$ cat config.mk
export PLATFORM = sky130hd
export DESIGN_NAME = c880_misr_flat
export DESIGN_NICKNAME = d
export VERILOG_FILES = /design/src/rtl/c880_misr_if.sv /design/src/rtl/c880_misr.sv /design/src/flat_wrapper.sv
export SDC_FILE = /design/constraint.sdc
export NUM_CORES = 1
export LEC_CHECK = 0
export BUFFER_PORTS_ARGS = -buffer_cell sky130_fd_sc_hd__clkbuf_2
export CAP_MARGIN = 20
export CORE_MARGIN = 1.5
export CORE_UTILIZATION = 46
export CTS_CLUSTER_SIZE = 20
export DETAILED_ROUTE_END_ITERATION = 8
export PLACE_DENSITY_LB_ADDON = 0.08
export SYNTH_ARGS = -nofsm -noshare
export SYNTH_HDL_FRONTEND = slang
export SYNTH_SLANG_ARGS = --single-unit
$ cat constraint.sdc
create_clock -name clk -period 2.55 [get_ports clk]
set_input_delay 0.1275 -clock clk [delete_from_list [all_inputs] [get_ports clk]]
set_output_delay 0.1275 -clock clk [all_outputs]
set_load 0.05 [all_outputs]
$ cat src/rtl/c880_misr_if.sv
// Interface between the c880 response source and the signature compactor.
// The master drives the run controls and responses, the slave reports status and the signature.
interface c880_misr_if #(
    parameter int CNT_W = 16
);
    logic             start;
    logic [CNT_W-1:0] num_patterns;
    logic             resp_valid;
    logic [25:0]      resp;
    logic [31:0]      expected_sig;
    logic             busy;
    logic             done;
    logic [31:0]      signature;
    logic             sig_valid;
    logic             match;

    modport master (
        output start, num_patterns, resp_valid, resp, expected_sig,
        input  busy, done, signature, sig_valid, match
    );

    modport slave (
        input  start, num_patterns, resp_valid, resp, expected_sig,
        output busy, done, signature, sig_valid, match
    );
endinterface

$ cat src/rtl/c880_misr.sv
// 32-bit MISR that compacts a counted run of 26-bit c880 responses into a signature
// and compares the final value against a golden signature.
module c880_misr #(
    parameter logic [31:0] SEED  = 32'hFFFF_FFFF,
    parameter int          CNT_W = 16
) (
    input  logic        clk,
    input  logic        rst,
    c880_misr_if.slave  bus_io
);
    typedef enum logic [1:0] {
        ST_IDLE = 2'd0,
        ST_RUN  = 2'd1,
        ST_DONE = 2'd2
    } state_t;

    state_t           state_q, state_d;
    logic [31:0]      sig_q, sig_d;
    logic [CNT_W-1:0] rem_q, rem_d;
    logic             sig_valid_q, sig_valid_d;
    logic             match_q, match_d;

    // Shift left, fold the feedback polynomial in on a carry-out, then inject the response.
    function automatic logic [31:0] misr_step(input logic [31:0] sig, input logic [25:0] resp);
        logic [31:0] fb;
        fb = sig[31] ? 32'h0040_0007 : 32'h0;
        return {sig[30:0], 1'b0} ^ fb ^ {6'b0, resp};
    endfunction

    always_ff @(posedge clk) begin
        if (rst) begin
            state_q <= ST_IDLE;
        end else begin
            state_q <= state_d;
        end
    end

    always_comb begin
        state_d = state_q;
        case (state_q)
            ST_IDLE: begin
                if (bus_io.start) begin
                    state_d = (bus_io.num_patterns == '0) ? ST_DONE : ST_RUN;
                end
            end
            ST_RUN: begin
                if (bus_io.resp_valid && (rem_q == CNT_W'(1))) begin
                    state_d = ST_DONE;
                end
            end
            ST_DONE: state_d = ST_IDLE;
            default: state_d = ST_IDLE;
        endcase
    end

    always_comb begin
        bus_io.busy      = (state_q == ST_RUN);
        bus_io.done      = (state_q == ST_DONE);
        bus_io.signature = sig_q;
        bus_io.sig_valid = sig_valid_q;
        bus_io.match     = match_q;
    end

    // RUN is only entered with a nonzero count and left at 1, so rem_q never wraps.
    always_comb begin
        sig_d       = sig_q;
        rem_d       = rem_q;
        sig_valid_d = sig_valid_q;
        match_d     = match_q;
        case (state_q)
            ST_IDLE: begin
                if (bus_io.start) begin
                    sig_d       = SEED;
                    rem_d       = bus_io.num_patterns;
                    sig_valid_d = 1'b0;
                    match_d     = 1'b0;
                end
            end
            ST_RUN: begin
                if (bus_io.resp_valid) begin
                    sig_d = misr_step(sig_q, bus_io.resp);
                    rem_d = rem_q - CNT_W'(1);
                end
            end
            ST_DONE: begin
                sig_valid_d = 1'b1;
                match_d     = (sig_q == bus_io.expected_sig);
            end
            default: ;
        endcase
    end

    always_ff @(posedge clk) begin
        if (rst) begin
            sig_q       <= 32'h0;
            rem_q       <= '0;
            sig_valid_q <= 1'b0;
            match_q     <= 1'b0;
        end else begin
            sig_q       <= sig_d;
            rem_q       <= rem_d;
            sig_valid_q <= sig_valid_d;
            match_q     <= match_d;
        end
    end
endmodule

$ cat src/flat_wrapper.sv
// flat-port wrapper written by rule: the top's interface ports become plain ports
module c880_misr_flat 
#(
    parameter logic [31:0] SEED  = 32'hFFFF_FFFF,
    parameter int          CNT_W = 16
)
  (clk, rst, bus_io_start, bus_io_num_patterns, bus_io_resp_valid, bus_io_resp, bus_io_expected_sig, bus_io_busy, bus_io_done, bus_io_signature, bus_io_sig_valid, bus_io_match);
  c880_misr_if #(.CNT_W(CNT_W)) bus_io_i ();
  input  logic clk;
  input  logic rst;
  input wire logic [$bits(bus_io_i.start)-1:0] bus_io_start;
  input wire logic [$bits(bus_io_i.num_patterns)-1:0] bus_io_num_patterns;
  input wire logic [$bits(bus_io_i.resp_valid)-1:0] bus_io_resp_valid;
  input wire logic [$bits(bus_io_i.resp)-1:0] bus_io_resp;
  input wire logic [$bits(bus_io_i.expected_sig)-1:0] bus_io_expected_sig;
  output wire logic [$bits(bus_io_i.busy)-1:0] bus_io_busy;
  output wire logic [$bits(bus_io_i.done)-1:0] bus_io_done;
  output wire logic [$bits(bus_io_i.signature)-1:0] bus_io_signature;
  output wire logic [$bits(bus_io_i.sig_valid)-1:0] bus_io_sig_valid;
  output wire logic [$bits(bus_io_i.match)-1:0] bus_io_match;
  assign bus_io_i.start = bus_io_start;
  assign bus_io_i.num_patterns = bus_io_num_patterns;
  assign bus_io_i.resp_valid = bus_io_resp_valid;
  assign bus_io_i.resp = bus_io_resp;
  assign bus_io_i.expected_sig = bus_io_expected_sig;
  assign bus_io_busy = bus_io_i.busy;
  assign bus_io_done = bus_io_i.done;
  assign bus_io_signature = bus_io_i.signature;
  assign bus_io_sig_valid = bus_io_i.sig_valid;
  assign bus_io_match = bus_io_i.match;
  c880_misr #(.SEED(SEED), .CNT_W(CNT_W)) u_core (.clk(clk), .rst(rst), .bus_io(bus_io_i));
endmodule
# Yosys cells after proc, flatten, opt, wreduce, memory -nomap -nowiden
# Index checks and enable logic that the tools add are counted.
word_totals:
  reg_bits: 52
  output_inout_bits: 36
  word_cells: 37
op_classes:
  n_addsub: 1
  eq_ne: 7
  muxes: 14
  bitwise_logic: 2
  n_reduce_logical: 8
op_table:
  columns: ["cell", "count"]
  rows:
  - ["$mux 32", 2]
  - ["$pmux 32 s2", 1]
  - ["$eq 32x32->1", 1]
  - ["$mux 16", 2]
  - ["$pmux 16 s2", 1]
  - ["$xor 32x26->32", 1]
  - ["$xor 32x32->32", 1]
  - ["$mux 23", 1]
  - ["$eq 16x1->1 const B", 1]
  - ["$logic_not 16->1", 1]
  - ["$sub 16x1->16 const B", 1]
  - ["$mux 2", 3]
  - ["$ne 2x2->1 const B", 2]
  - ["$pmux 1 s2", 2]
  - ["$pmux 2 s2", 1]
  - ["$reduce_and 2->1", 2]
  - ["$reduce_bool 2->1", 2]
  - ["$reduce_and 3->1", 1]
  - ["$eq 2x1->1 const B", 1]
  - ["$eq 2x2->1 const B", 1]
  - ["$logic_not 2->1", 1]
  - ["$ne 2x1->1 const B", 1]
  - ["$logic_and 1x1->1", 1]
  - ["$mux 1", 1]

# Logic depth before layout (Yosys ltp)
# Gate-level depths: netlist (run 1).
depth:
  ltp_word: 5
  mapped_depth: 8

# Least setup slack after synthesis (run 1)
# Ideal clock, no wire load.
synth_path:
  path_kind: "reg-to-reg"
  startpoint: "reg u_core.rem_q[0]"
  endpoint: "reg u_core.rem_q[14]"
  arrival_time_ps: 2066
  setup_slack_ps: 350
  stages_incl_launch_ff: 9
  path_buffers: 1
  synth_period_minus_slack_ps: 2200
  cell_sequence: "dfxtp_1 > inv_1 > ha_1 > or4b_1 > buf_2 > or4_4 > nor4_1 > o21bai_2 > a211oi_2"
synth_via:
  elab_chain_cells: 3
synth_rtl:
  columns: ["item", "line", "rtl"]
  rows:
  - ["from (decl)", "c880_misr.sv:19", "logic [CNT_W-1:0] rem_q, rem_d;"]
  - ["from (signal assigned)", "c880_misr.sv:101", "rem_q <= rem_d;"]
  - ["$sub 16x1->16", "c880_misr.sv:82", "rem_d = rem_q - CNT_W'(1);"]
  - ["$mux 16", "c880_misr.sv:80", "if (bus_io.resp_valid) begin"]
  - ["$pmux 16 s2", "c880_misr.sv:70", "case (state_q)"]
# No other way between the ends. The select of a mux whose other input is x is not followed.
# A chain may end at the register's enable or synchronous reset.

# Final worst setup path (run 1)
# Same ends and word-level chain as after synthesis.

==> metrics, run 1 <==
Final setup viols=0; CORE AREA=0.00599 mm2; Static Leak=between 1.5 and 2 nW; Mapped Cells=333; Layout Skew=0.00727 ns; Syn Nets=413; critical path class=reg2reg; Seq cells post-synth=52; DR pass1 iterations=4; Post-synth EDFFs=0; total grt overflow=0; CTS root buffer=clkbuf_8; Via-to-Cell Ratio=about 5.6; Starting Density=~48%; DIE AREA=0.00680 mm2; cts bufs inserted=5; ANT nets after route=0; final instance area=0.00366 mm2; Avg Inst Size Synth=8.72 um2; Area after DPL=about 0.0036 mm2; Area Growth Syn to Fin=26.1%; GRT Total Usage=between 20% and 30%; DR WL/cell=15.6 um; Synth top cells by count=52 x dfxtp_1, 38 x nor2_1, 32 x xor2_1, 30 x xnor2_1, 25 x o221a_2; Max clock buf depth=2; startpoint type of the worst setup path=flop; pin count of the biggest net entering global routing=29; vias=2,883; hold path startpoint=bus_io_resp[24]; unrepaired setup endpoints after global routing=false; status=complete, no violations; count of cell types in the netlist=46; area leader, netlist=dfxtp_1; Top FF cell, synth=dfxtp_1; layout cell share with drive strength beyond 1=about 36%; fraction of registers with async set/reset=0%; DIE HEIGHT=a little over 80 um; cell area after synthesis=0.00290 mm2; setup TNS=0 ns; critical path endpoint category=flop; Worst EP arrival=around 2.5 ns; clk slew on worst S/H paths=0.09 ns; FF-to-FF setup slack=0.26 ns; I/O pins=between 100 and 150; top post-synthesis cells by area=dfxtp_1 36%, o221a_2 9.7%, xor2_1 9.7%; first-pass GRT wire length=between 10,000 and 15,000 um; DRC viols=0; Final Hold Fails=0; initial antenna violation count=0; R2R Path Start=u_core.rem_q[0]; post-DP HPWL=slightly above 6000 um; Hold Path Cell Cnt=3; number of global-route vias before repair=~2,500; post-synth top area share=35.9%; Die X=82.4 um; fmax=~440 MHz; Clock Sink Count=52; critical path peak fanout=7; total power=2.55 mW; Rel. slew slack=approximately 63%; Initial DRC Count=177; Resize count post-CTS=0; PwrDens=697 mW/mm2; CTS tree=done; Final Max Slew Viols=0; htree depth=2; hold buffer count at CTS=0; Syn. warnings=0; Tmin final=around 2.3 ns; total setup buffers inserted after CTS=0; Slew @ Worst Pin=0.555 ns; num rows=28; Max Cap Viol=0; peak supply drop=0.000491 V; count leader, synth=dfxtp_1; NumNets Final=521; Reg-to-Reg End=u_core.rem_q[14]; Tcrit/Tclk final=90.0%; Seq/Total Area, Yosys=35.9%; Req. time, crit path=2.73 ns; Hold WC Path Type=in2reg; I/O Buffers=113; Hold Path Sink=u_core.bus_io.signature[24]; GPL Wtd Cong=0.866; worst skew pair latency=0.30 ns; Worst R2R Path Depth=7; diodes inserted=0; drt total wl=8020 um
==> layout make-up <==
| class | instances | area [um2] |
|---|---|---|
| clock buffers | 5 | 68.8 |
| clock inverters | 1 | 30.0 |
| fillers | 552 | 2330 |
| inverters | 9 | 33.8 |
| multi-input cells | 251 | 1760 |
| flip-flops and latches | 52 | 1040 |
| well taps | 75 | 93.8 |
| repair buffers | 122 | 633 |
==> power breakdown <==
group          internal (mW)  switching (mW)
Sequential             0.913           0.144
Clock                  0.282           0.268
Combinational          0.359           0.586
==> metrics by stage <==
stage,util (%),hold slack [ns],cells,setup slack [ns]
after global placement,59.4,0.424,509,0.329
after global routing,61.1,0.117,515,0.129
after CTS,61.1,0.121,515,0.257
final,61.1,0.134,515,0.256
after detailed placement,59.4,0.441,509,0.276
after floorplan,-,0.284,333,0.350
==> critical path, cell delays in order (launching register included) <==
cell,delay (ns)
dfxtp_1,0.38
inv_1,0.10
ha_1,0.21
or4b_1,0.52
or4_4,0.52
nor4_1,0.20
o21bai_2,0.15
a211oi_2,0.08
==> flip-flops by register name, indices dropped and copies added, names as in the netlist <==
register / flops
u_core.bus_io.signature: 32
u_core.bus_io.match: 1
u_core.bus_io.sig_valid: 1
u_core.rem_q: 16
u_core.state_q: 2
==> worst max path at each step <==
stage,slack [ns],startpoint,endpoint,cells after the start
2_1_floorplan,0.35,u_core.rem_q[0],u_core.rem_q[14],8
3_3_place_gp,0.33,u_core.rem_q[0],u_core.rem_q[14],7
3_5_place_dp,0.28,u_core.rem_q[0],u_core.rem_q[14],7
4_1_cts,0.26,u_core.rem_q[0],u_core.rem_q[14],7
5_1_grt,0.13,u_core.rem_q[0],u_core.rem_q[14],7
6_report,0.26,u_core.rem_q[0],u_core.rem_q[14],7
==> cell families after synthesis <==
kind of cell / Yosys count / share of synthesized area [%]
multiplexers: 1 / 0.388
XOR/XNOR: 62 / 18.7
flip-flops: 52 / 35.9
adder cells (fa/ha/maj): 2 / 0.862
AO/OA/AOI/OAI: 84 / 23.0
buffers and inverters: 30 / 3.92
AND/OR/NAND/NOR: 102 / 17.3
==> placed cells by master, fill, tap and decap left out, types with 2 or more instances in the layout <==
cell type,netlist,final
nand3_1,4,4
clkbuf_2,0,113
or3_1,3,3
buf_4,0,9
clkinv_1,2,2
ha_1,2,2
and2_1,2,2
a211oi_1,8,8
xnor2_1,30,30
o41ai_1,3,3
inv_1,7,7
clkbuf_8,0,5
nand4_1,9,9
nor4_1,13,13
nand2_1,12,12
a22oi_1,2,2
nor2_1,38,38
xor2_1,32,32
dfxtp_1,52,52
o221a_2,25,25
nand2b_1,3,3
o21ai_0,15,15
a21oi_1,15,14
nor3_1,13,13
==> layer usage <==
| metal | routed length [um] | vias up | track usage, % |
|---|---|---|---|
| li1 | - | 1427 | - |
| met1 | 3860 | 1357 | 35.0 |
| met2 | 3660 | 93 | 35.0 |
| met3 | 423 | 6 | 4.84 |
| met4 | 65 | 0 | 4.24 |
| met5 | 0 | - | 0 |
Note: power is estimated with default switching activity, not from simulation.
==> inputs of run 2 (changes only) <==
==> constraint.sdc (replaced) <==
create_clock -name clk -period 2.4 [get_ports clk]
set_input_delay 0.12 -clock clk [delete_from_list [all_inputs] [get_ports clk]]
set_output_delay 0.12 -clock clk [all_outputs]
set_load 0.05 [all_outputs]
==> metrics, run 2 (synthesized netlist as in run 1, its figures left out) <==
worst hold slack=0.0906 ns (-0.0434 ns); startpoint type of the worst setup path=flop; Final setup viols=0 (unchanged); layout cell share with drive strength beyond 1=36.3% (+0.21 points); DIE AREA=0.00680 mm2 (unchanged); drt total wl=7950 um (-0.81%); first-pass GRT wire length=12,300 um (+0.73%); Layout Skew=0.00482 ns (-0.00244 ns); Rel. slew slack=58.9% (-3.8 points); Initial DRC Count=128 (-28%); Switch Pwr=1.05 mW (+5.4%); Tmin final=2.28 ns (-0.0101 ns); cts bufs inserted=5 (unchanged); Max Cap Viol=0 (unchanged); Area Growth Syn to Fin=25.9%; clk slew on worst S/H paths=0.09 ns (about the same); critical path peak fanout=5 (-2); I/O Buffers=113 (unchanged); Via-to-Cell Ratio=5.55 (-0.82%); num rows=28 (unchanged); Clock Sink Count=52 (unchanged); Worst R2R Path Depth=7 (unchanged); worst skew pair latency=0.30 ns (about the same); fmax=438 MHz (+0.44%); I/O pins=114 (unchanged); Reg-to-Reg End=u_core.rem_q[14]; Slew @ Worst Pin=0.611 ns (+0.0558 ns); commonest cells after routing, fill and taps aside=113 x clkbuf_2, 52 x dfxtp_1, 38 x nor2_1, 32 x xor2_1, 30 x xnor2_1; Internal=1.56 mW (about the same); Die X=82.4 um (unchanged); max reg flops=32 (unchanged); CORE AREA=0.00599 mm2 (unchanged); DR WL/cell=15.3 um (-1.4%); critical path endpoint category=flop; Static Leak=1.62 nW (about the same); R2R Path Start=u_core.rem_q[1]; number of global-route vias before repair=2,445 (-1.2%); vias=2,876 (-0.24%); Clock power frac=18.3% (-3.3 points); PwrDens=713 mW/mm2 (+2.3%); total setup buffers inserted after CTS=0 (unchanged); DR pass1 iterations=4 (unchanged); total grt overflow=0 (unchanged); hold path startpoint=bus_io_num_patterns[14]; ANT nets after route=0 (unchanged); fillers=584 (+5.8%); DRC viols=0 (unchanged); NumNets Final=523 (+0.38%); hold buffer count at CTS=0 (unchanged); diodes inserted=0 (unchanged); Tcrit/Tclk final=95.2% (+5.2 points); CTS root buffer=clkbuf_8; commonest non-fill, non-tap cell in the layout=clkbuf_2; post-DP HPWL=6060 um (-1.1%); peak supply drop=0.000430 V (-12%); critical path class=reg2reg; Final Hold Fails=0 (unchanged); FF-to-FF setup slack=0.12 ns (-0.14 ns); pin count of the biggest net entering global routing=25 (-14%); Comb pwr share=38.6% (+1.6 points); status=complete, no violations; Final Max Slew Viols=0 (unchanged); initial antenna violation count=0 (unchanged); htree depth=2 (unchanged); Starting Density=48.5% (unchanged); Hold Path Cell Cnt=3 (unchanged); sequential power share=43.1% (+1.7 points); GRT Total Usage=23.9% (+0.43 points); Worst EP arrival=2.48 ns (about the same); Req. time, crit path=2.60 ns (-0.13 ns); DIE HEIGHT=82.4 um (unchanged); Hold WC Path Type=in2reg; fin util=61.0% (-0.10 points); Hold Path Sink=u_core.rem_q[14]; unrepaired setup endpoints after global routing=false; Max clock buf depth=2 (unchanged); CTS tree=done; Resize count post-CTS=0 (unchanged); Sw Share=40.3% (+1.2 points); GPL Wtd Cong=0.895 (+3.3%); setup TNS=0 ns (unchanged)
## run 2: changes by cell type in the layout (fill, tap and decap cells not counted)
cell       change
clkbuf_1       +1
clkinv_2       +1
buf_4          +2
bufinv_16      -1
## run 2: worst max-delay path, cell delays in order (launching register included)
cell and delay (ns):
dfxtp_1 0.36, inv_1 0.11, ha_1 0.22, or4b_1 0.50
or4_4 0.52, nor4_1 0.22, o21bai_2 0.16, a211oi_2 0.07
## run 2: routing by layer
metal  wire (um)  share of wire (%)  global-route usage, %  vias up
li1            -                  -                      -     1437
met1        3980                 50                   36.6     1338
met2        3500                 44                   34.6       91
met3         377                4.7                   4.18       10
met4          90                1.1                   5.25        0
met5           0                  0                      0        -
## run 2: worst max-delay path by stage
stage                          from               end  slack (ns)
floorplan           u_core.rem_q[0]  u_core.rem_q[14]        0.20
global placement    u_core.rem_q[0]  u_core.rem_q[14]        0.21
detailed placement  u_core.rem_q[0]  u_core.rem_q[14]        0.16
CTS                 u_core.rem_q[1]  u_core.rem_q[14]        0.14
global route        u_core.rem_q[0]  u_core.rem_q[14]        0.03
finish              u_core.rem_q[1]  u_core.rem_q[14]        0.12
## run 2: layout make-up
cell class	instances	area, um2	area share [%]
Clock inverter	1	5.00	0.137
Tap cell	75	93.8	2.57
Multi-Input combinational cell	251	1760	48.2
Inverter	9	33.8	0.925
Sequential cell	52	1040	28.5
Clock buffer	6	72.6	1.99
Timing Repair Buffer	124	648	17.7
## run 2: per-stage QoR
step	instance area, um2	std cells	power [mW]	setup WS (ns)
floorplan	2900	333	1.84	0.200
CTS	3650	518	2.62	0.141
global route	3650	518	2.78	0.0287
finish	3650	518	2.61	0.116
global placement	3580	511	2.14	0.208
detailed placement	3580	511	2.14	0.157
## run 2: power by group through the flow
stage	clock [mW]	combinational [mW]	sequential [mW]
after floorplan	0	0.502	1.34
after global placement	0	0.999	1.14
after detailed placement	0	1.00	1.14
after CTS	0.486	1.01	1.12
after global routing	0.530	1.10	1.14
final	0.477	1.01	1.12
